## src/rtl/randomizer_if.sv

```systemverilog
// rtl/randomizer_if.sv - serial scrambler data/control bundle; out_valid present under RANDOMIZER_VALID_EN
interface randomizer_if;
    logic        load;
    logic        in;
    logic        enable;
    logic [14:0] seed;
    logic        out;
`ifdef RANDOMIZER_VALID_EN
    logic        out_valid;

    modport master (output load, in, enable, seed, input out, out_valid);
    modport slave  (input load, in, enable, seed, output out, out_valid);
`else
    modport master (output load, in, enable, seed, input out);
    modport slave  (input load, in, enable, seed, output out);
`endif
endinterface

```

## src/rtl/randomizer.sv

```systemverilog
// rtl/randomizer.sv - bit-serial 1+x^14+x^15 PRBS scrambler/descrambler; optional out_valid via RANDOMIZER_VALID_EN
module randomizer #(
    parameter logic [14:0] SEED_RST = 15'h3715
) (
    input  logic         clk,
    input  logic         reset,
    randomizer_if.slave  bus
);
    // r[14] is stage 1 (feedback entry), r[0] is stage 15 (oldest bit)
    logic [14:0] r;
    logic        out_q;
    logic        p;

    assign p       = r[1] ^ r[0];
    assign bus.out = out_q;

    always_ff @(posedge clk) begin
        if (reset) begin
            r     <= SEED_RST;
            out_q <= 1'b0;
        end else if (bus.load) begin
            // frame start: the incoming bit is dropped even if enable is high
            r     <= bus.seed;
            out_q <= 1'b0;
        end else if (bus.enable) begin
            r     <= {p, r[14:1]};
            out_q <= bus.in ^ p;
        end
    end

`ifdef RANDOMIZER_VALID_EN
    logic valid_q;

    assign bus.out_valid = valid_q;

    always_ff @(posedge clk) begin
        if (reset || bus.load) begin
            valid_q <= 1'b0;
        end else begin
            valid_q <= bus.enable;
        end
    end
`endif
endmodule

```

## src/flat_wrapper.sv

```systemverilog
// flat-port wrapper written by rule: the top's interface ports become plain ports
module randomizer_flat 
#(
    parameter logic [14:0] SEED_RST = 15'h3715
)
  (clk, reset, bus_load, bus_in, bus_enable, bus_seed, bus_out);
  randomizer_if bus_i ();
  input  logic clk;
  input  logic reset;
  input wire logic [$bits(bus_i.load)-1:0] bus_load;
  input wire logic [$bits(bus_i.in)-1:0] bus_in;
  input wire logic [$bits(bus_i.enable)-1:0] bus_enable;
  input wire logic [$bits(bus_i.seed)-1:0] bus_seed;
  output wire logic [$bits(bus_i.out)-1:0] bus_out;
  assign bus_i.load = bus_load;
  assign bus_i.in = bus_in;
  assign bus_i.enable = bus_enable;
  assign bus_i.seed = bus_seed;
  assign bus_out = bus_i.out;
  randomizer #(.SEED_RST(SEED_RST)) u_core (.clk(clk), .reset(reset), .bus(bus_i));
endmodule
```

## config.mk

```make
export PLATFORM = sky130hd
export DESIGN_NAME = randomizer_flat
export DESIGN_NICKNAME = d
export VERILOG_FILES = /design/src/rtl/randomizer_if.sv /design/src/rtl/randomizer.sv /design/src/flat_wrapper.sv
export SDC_FILE = /design/constraint.sdc
export NUM_CORES = 1
export LEC_CHECK = 0
export ABC_CLOCK_PERIOD_IN_PS = 1190
export CORE_ASPECT_RATIO = 0.75
export CORE_UTILIZATION = 30
export DETAILED_ROUTE_END_ITERATION = 8
export PLACE_DENSITY = 0.54
export REMOVE_ABC_BUFFERS = 1
export SETUP_SLACK_MARGIN = 0.1
export SLEW_MARGIN = 30
export SYNTH_ARGS = -nofsm -noshare
export SYNTH_HDL_FRONTEND = slang
export SYNTH_SLANG_ARGS = --single-unit
export TNS_END_PERCENT = 20
```

## constraint.sdc

```tcl
create_clock -name clk -period 1.19 [get_ports clk]
set_input_delay 0.238 -clock clk [delete_from_list [all_inputs] [get_ports clk]]
set_output_delay 0.238 -clock clk [all_outputs]
set_load 0.02 [all_outputs]
```

==> flow_summary.ini, run 1 <==
[synthesis]
yosysSeqAreaShare = 0.384
synth-seq-cells = 16
yosys_warnings = 0
async_reset_ff_frac = 0
ys_top_cells_by_count = 16 x dfxtp_1, 14 x mux2i_1, 9 x mux2_2, 8 x nand2b_1, 8 x nor2_1
synth_top_area_share = 0.384
ys.flop_type = dfxtp_1
syn_area_um2 = 833
syn_avg_cell_area_um2 = 11.4
synth_most_common_cell = dfxtp_1
synth-edff-count = 0
synth_top_area_cell = dfxtp_1
synth_area_leaders = dfxtp_1 38%, mux2i_1 17%, mux2_2 12%, mux2_4 9.0%, nand2b_1 6.0%
ys_types = 16
netlist_instances = 73

[sta]
hold_slack_ns = 0.496
fin_setup_tns_ns = 0
final-hold-violation-count = 0
rsz0062_at_grt = true
slew_viol_final = 0
period_share = 0.900
tightest_slew_ns = 0.284
finClkSkew_ns = 0.00181
fmax_mhz = 934
fin_crit_ns = 1.07
final-setup-viol-count = 0
relSlewSlack = 0.809

[critical_path]
worstSetupPathType = register to output port
ff2ff_path_depth = 3
rrSetupSlack_ns = 0.20
crit_fanout = 2
slowest_stage = dfxtp_1
crit_chain = clkdlybuf4s15_2
crit_path_end = bus_out
startpoint_type = register
max_stage_delay_ns = 0.33
endpoint_kind = output port
worst-path-stages = 1
timing.rr.start = u_core.r[1]
rr_endpoint = u_core.r[14]
cp.arrival_ns = 0.83
crit_path_start = u_core.bus.out
required_ns = 0.95
crit_family = flip-flops
crit_buf_inv = 1

[clock_tree]
ctsHoldBuffers = 0
htreeDepth = 1
cts_root_buf = clkbuf_8
cts.path.max_buffers = 2
cts_tree = done
cts_made_buffers = 3
cts_sinks = 16
clk_latency_ns = 0.24
clk_pin_slew_ns = 0.06

[floorplan]
core_area_mm2 = 0.00262
io_pins = 21
rows = 16
die_w_um = 62.9
initial_core_util = 0.318
die_area_mm2 = 0.00299
die_h_um = 47.6

[detailed_routing]
wire_per_inst_um = 11.9
drtAntennaViolNets = 0
routed_wl_um = 1580
drc = 0
vias = 577
drtIter0Drc = 13
drtPass1Iterations = 4
vias_per_cell = 4.34

[min_path]
min_path_type = input port to register
hold_depth = 4

[global_routing]
grt_pass1_vias = 568
grt_pass1_wl_um = 2660
antenna_found_initial = 0
grt_util_all_layers = 0.120
grt_max_degree = 16
grt-ovfl-total = 0

[layout]
layout.nets = 119
final_util = 0.439
synthToLayoutAreaGrowth_pct = 38.1
antenna_cells = 0
n_fill_cell = 263
final_layout_size_suffix_gt1_frac = 0.268

[outcome]
status = completed

[power]
power_density_mw_per_mm2 = 1100
total_power_uw = 1270
p_leak_uw = 0.000495
ir_worst_vdd_mv = 0.480

[place]
io_buffers = 20
dp_hpwl_um = 1090
gp_congestion = 0.733

[flow_run]
drv_cap = 0
==> metrics by stage <==
step	cell area [um^2]	worst slack [ns]	instances
finish	1150	0.119	133
global route	1150	0.0639	133
CTS	1150	0.0751	133
detailed placement	1070	-0.389	129
global placement	1070	-0.378	129
floorplan	776	0.281	68
==> state kept, by name, summed over array words and instances, names as in the netlist <==
register / cells
u_core.r: 15
u_core.bus.out: 1
==> layer usage <==
layer,wire [um],share of wire,track usage,vias up
li1,-,-,-,302
met3,89,0.056,0.0476,0
met4,0,0,0.0279,0
met5,0,0,0,-
met2,647,0.41,0.198,19
met1,844,0.53,0.152,256
==> logic make-up (layout without fill, tap and decap cells) <==
family                 after synthesis  count (layout)  synth area share
AO/OA/AOI/OAI                        3               3            0.0300
buffers and inverters                5              29            0.0691
AND/OR/NAND/NOR                     20              20             0.126
multiplexers                        28              28             0.380
XOR/XNOR                             1               1            0.0105
flip-flops                          16              16             0.384
==> worst min-delay path by stage <==
stage	startpoint	slack (ns)	end
after CTS	u_core.bus.out	0.51	u_core.bus.out
after floorplan	reset	0.30	u_core.r[14]
after global routing	bus_load	0.55	u_core.r[14]
after detailed placement	u_core.bus.out	0.50	u_core.bus.out
final	bus_load	0.50	u_core.bus.out
after global placement	u_core.bus.out	0.50	u_core.bus.out
==> area by class of cell <==
type                       count  area (um^2)  area share
multi-input combinational     52          455       0.396
sequential                    16          320       0.278
timing repair buffer          26          289       0.251
tap                           36         45.0      0.0391
clock buffer                   3         41.3      0.0359
==> what timing repair did <==
action                     in CTS  in global routing
resized for setup               5                  4
setup endpoints to repair      16                 16
gates cloned                    1                  0
buffers inserted                0                  0
==> placed cells by master (no fill, tap or decap) <==
master / count
a211o_1: 1
a21oi_2: 1
buf_12: 1
buf_4: 2
buf_6: 2
bufbuf_16: 1
clkbuf_2: 1
clkbuf_8: 3
clkdlybuf4s15_2: 1
clkdlybuf4s50_1: 17
dfxtp_1: 16
dlymetal6s2s_1: 1
mux2_2: 9
mux2_4: 5
mux2i_1: 14
nand2_1: 1
nand2b_1: 8
nand3b_1: 2
nand4_1: 1
nor2_1: 8
o211ai_1: 1
xnor2_1: 1
==> report_power, final <==
group	switching [uW]	total, uW	internal, uW	leakage (uW)
combinational	91.5	274	183	0.000340
sequential	20.8	598	577	0.000133
clock	169	393	224	0.0000216
total	281	1270	984	0.000495
Power figures use the tool's default switching activity.
==> run 2, diff against run 1 <==
--- a/config.mk
+++ b/config.mk
@@ -10,6 +10,7 @@
 export CORE_UTILIZATION = 30
 export DETAILED_ROUTE_END_ITERATION = 8
 export PLACE_DENSITY = 0.54
+export RECOVER_POWER = 100
 export REMOVE_ABC_BUFFERS = 1
 export SETUP_SLACK_MARGIN = 0.1
 export SLEW_MARGIN = 30
==> flow_summary.ini, run 2 (synthesis gave the netlist of run 1 again) <==
[outcome]
status = completed

[floorplan]
die_area_mm2 = 0.00299
rows = 16
core_area_mm2 = 0.00262
die_w_um = 62.9
die_h_um = 47.6
io_pins = 21
initial_core_util = 0.318

[power]
p_leak_uw = 0.000495
ir_worst_vdd_mv = 0.480
power_density_mw_per_mm2 = 1100

[detailed_routing]
vias = 580
drc = 0
routed_wl_um = 1590
drtPass1Iterations = 4
vias_per_cell = 4.36
drtAntennaViolNets = 0
wire_per_inst_um = 11.9
drtIter0Drc = 13

[layout]
regArea_um2 = 320
mostFrequentLayoutCells = 16 x clkdlybuf4s50_1, 16 x dfxtp_1, 14 x mux2i_1
multi_input_comb_area_um2 = 452
antenna_cells = 0
synthToLayoutAreaGrowth_pct = 37.4
fin_cells = 133
largest_reg_flops = 15
n_fill_cell = 266
layout.nets = 119
final_layout_size_suffix_gt1_frac = 0.258
regMostFlops = u_core.r

[global_routing]
grt_busiest_layer = met2
grt_util_all_layers = 0.120
use_met2 = 0.198
grtUsageMet3 = 0.0476
grt-ovfl-total = 0
grt_pass1_vias = 568
antenna_found_initial = 0
grt_pass1_wl_um = 2660
grt_max_degree = 16
met1_usage = 0.152

[place]
dpl.cell_count = 129
gp_congestion = 0.733
dp_hpwl_um = 1090
io_buffers = 20

[sta]
fin_crit_ns = 1.11
slew_viol_final = 0
final-hold-violation-count = 0
period_share = 0.930
fin_setup_tns_ns = 0
finClkSkew_ns = 0.00148
relSlewSlack = 0.809
final-setup-viol-count = 0
fmax_mhz = 904
tightest_slew_ns = 0.285
rsz0062_at_grt = true

[clock_tree]
cts.path.max_buffers = 2
post_cts_buffers = 0
cts_root_buf = clkbuf_8
cts_sinks = 16
cts_made_buffers = 3
clk_pin_slew_ns = 0.06
cts_tree = done
htreeDepth = 1
clk_latency_ns = 0.24

[critical_path]
worstSetupPathType = input port to register
cp.arrival_ns = 1.24
endpoint_kind = register
required_ns = 1.33
startpoint_type = input port
crit_fanout = 15

[flow_run]
drv_cap = 0

[min_path]
min_path_type = input port to register
run 2: worst paths after layout:
| path | cells after the start | start | endpoint | slack, ns |
|---|---|---|---|---|
| hold / removal | 4 | bus_load | u_core.r[14] | 0.49 |
| setup reg to reg | 3 | u_core.r[1] | u_core.r[14] | 0.20 |
| hold reg to reg | 2 | u_core.bus.out | u_core.bus.out | 0.51 |
| setup / recovery | 3 | reset | u_core.r[9] | 0.08 |
run 2: worst max-delay path: stages:
cell and delay, ns:
dlygate4sd3_1 0.57, clkbuf_2 0.24, nand2b_1 0.19
run 2: metal layers:
layer  up-vias  wire, um
li1        302         -
met1       259       862
met2        19       633
met3         0        88
met4         0         0
met5         -         0
run 2: what timing repair did:
action,4_1_cts,5_1_grt
setup endpoints to repair,16,16
cloned,1,0
pin swaps,0,0
resized for setup,5,4
hold buffers,0,0
run 2: per-stage QoR:
stage | total power [uW] | util | setup WS [ns] | hold slack (ns) | area [um^2]
after floorplan | 736 | - | 0.281 | 0.300 | 776
after global placement | 866 | 0.408 | -0.378 | 0.497 | 1070
after detailed placement | 869 | 0.408 | -0.389 | 0.502 | 1070
after CTS | 1280 | 0.437 | 0.0751 | 0.513 | 1150
after global routing | 1330 | 0.437 | 0.0459 | 0.546 | 1140
final | 1260 | 0.437 | 0.0833 | 0.492 | 1140
run 2: layout make-up:
type                            count  share of cell area
Tap cell                           36              0.0393
Timing Repair Buffer               26               0.250
Clock buffer                        3              0.0361
Sequential cell                    16               0.280
Multi-Input combinational cell     52               0.395
run 2: power by group:
part	switching [uW]	total, uW	internal, uW	leakage [uW]
Clock	168	392	224	0.0000216
Sequential	20.6	598	577	0.000133
Combinational	90.7	271	181	0.000340
==> run 3, diff against run 2 <==
--- a/config.mk
+++ b/config.mk
@@ -6,14 +6,14 @@
 export NUM_CORES = 1
 export LEC_CHECK = 0
 export ABC_CLOCK_PERIOD_IN_PS = 1190
-export CORE_ASPECT_RATIO = 0.75
+export CORE_ASPECT_RATIO = 0.8
 export CORE_UTILIZATION = 30
+export CTS_BUF_LIST = sky130_fd_sc_hd__clkbuf_16
 export DETAILED_ROUTE_END_ITERATION = 8
 export PLACE_DENSITY = 0.54
 export RECOVER_POWER = 100
 export REMOVE_ABC_BUFFERS = 1
 export SETUP_SLACK_MARGIN = 0.1
-export SLEW_MARGIN = 30
 export SYNTH_ARGS = -nofsm -noshare
 export SYNTH_HDL_FRONTEND = slang
 export SYNTH_SLANG_ARGS = --single-unit
==> flow_summary.ini, run 3 (synthesis gave the netlist of run 1 again) <==
[sta]
rsz0062_at_grt = true
final-hold-violation-count = 0
final-setup-viol-count = 0
hold_slack_ns = 0.510
slew_viol_final = 0
finClkSkew_ns = 0.00454
fin_crit_ns = 1.07
fmax_mhz = 934
tightest_slew_ns = 0.268
finalWorstSetupSlack_ns = 0.119
period_share = 0.900
relSlewSlack = 0.820

[critical_path]
crit_family = flip-flops
crit_fanout = 2
slowest_stage = dfxtp_1
startpoint_type = register
max_stage_delay_ns = 0.33
endpoint_kind = output port
cp.arrival_ns = 0.83
crit_buf_inv = 1
crit_chain = clkdlybuf4s15_2
worstSetupPathType = register to output port
required_ns = 0.95

[floorplan]
die_w_um = 60.9
io_pins = 21
initial_core_util = 0.328
rows = 16
die_h_um = 49.1
die_area_mm2 = 0.00299
core_area_mm2 = 0.00254

[clock_tree]
post_cts_buffers = 0
cts.path.max_buffers = 2
cts_made_buffers = 3
cts_sinks = 16
cts_root_buf = clkbuf_16
clk_latency_ns = 0.25
htreeDepth = 1
cts_tree = done
clk_pin_slew_ns = 0.05

[place]
pre_cts_ws_ns = -0.391
dp_hpwl_um = 1090
dpl.cell_count = 131
dpl_cell_area_mm2 = 0.00109
gp_congestion = 0.666
io_buffers = 20

[layout]
mostFrequentLayoutCells = 17 x clkdlybuf4s50_1, 16 x dfxtp_1, 14 x mux2i_1
final_util = 0.456
layout_commonest_cell = clkdlybuf4s50_1
final_layout_size_suffix_gt1_frac = 0.263
layout.nets = 121
regMostFlops = u_core.r
synthToLayoutAreaGrowth_pct = 39.2
antenna_cells = 0
fin_area_mm2 = 0.00116
n_fill_cell = 262
fin_cells = 135
largest_reg_flops = 15

[power]
p_leak_uw = 0.000493
power_density_mw_per_mm2 = 1300
ir_worst_vdd_mv = 0.634

[outcome]
status = completed

[global_routing]
grt-ovfl-total = 0
grt_pass1_vias = 591
antenna_found_initial = 0
grt_max_degree = 11
grt_util_all_layers = 0.125
grt_pass1_wl_um = 2620

[detailed_routing]
vias = 574
drtPass1Iterations = 2
vias_per_cell = 4.25
drtAntennaViolNets = 0
drtIter0Drc = 4
routed_wl_um = 1550
wire_per_inst_um = 11.5
drc = 0

[min_path]
min_path_type = register to register

[flow_run]
drv_cap = 0
[run 3: cell types whose count changed in the layout (fill, tap and decap cells not counted), sizes merged]
| cell | delta |
|---|---|
| bufbuf | -1 |
| dlygate4sd2 | +1 |
| dlygate4sd3 | -1 |
| buf | +3 |
| dlymetal6s2s | -1 |
| clkdlybuf4s50 | +1 |
[run 3: power breakdown]
| part | internal, uW | total [uW] | leakage (uW) | switching (uW) |
|---|---|---|---|---|
| logic | 172 | 262 | 0.000323 | 89.5 |
| registers | 579 | 599 | 0.000133 | 20.7 |
| clock network | 441 | 642 | 0.0000370 | 201 |
[run 3: what timing repair did]
action	in CTS	in global routing
setup endpoints to repair	16	5
gates cloned	1	0
gates resized for setup	8	1
hold buffers	0	0
[run 3: routing by layer]
layer  global-route usage  vias to the layer above  part of all wire
li1                     -                      306                 -
met1                0.166                      247              0.50
met2                0.174                       19              0.40
met3               0.0504                        2             0.079
met4               0.0568                        0             0.011
met5                    0                        -                 0
[run 3: metrics by stage]
| stage | setup TNS, ns | total power [uW] |
|---|---|---|
| 2_1_floorplan | 0 | 736 |
| 3_3_place_gp | -5.25 | 871 |
| 3_5_place_dp | -5.46 | 874 |
| 4_1_cts | 0 | 1530 |
| 5_1_grt | 0 | 1580 |
| 6_report | 0 | 1500 |
[run 3: cell type report]
type                       instances  area [um^2]  share of cell area
timing repair buffer              28          268               0.231
tap                               36         45.0              0.0388
clock buffer                       3         75.1              0.0647
multi-input combinational         52          452               0.389
sequential                        16          320               0.276
[run 3: worst paths after layout]
kind	slack, ns	startpoint	to	depth (start not counted)
hold reg to reg	0.51	u_core.bus.out	u_core.bus.out	2
hold / removal	0.51	u_core.bus.out	u_core.bus.out	2
setup reg to reg	0.20	u_core.r[1]	u_core.r[14]	3
setup / recovery	0.12	u_core.bus.out	bus_out	1
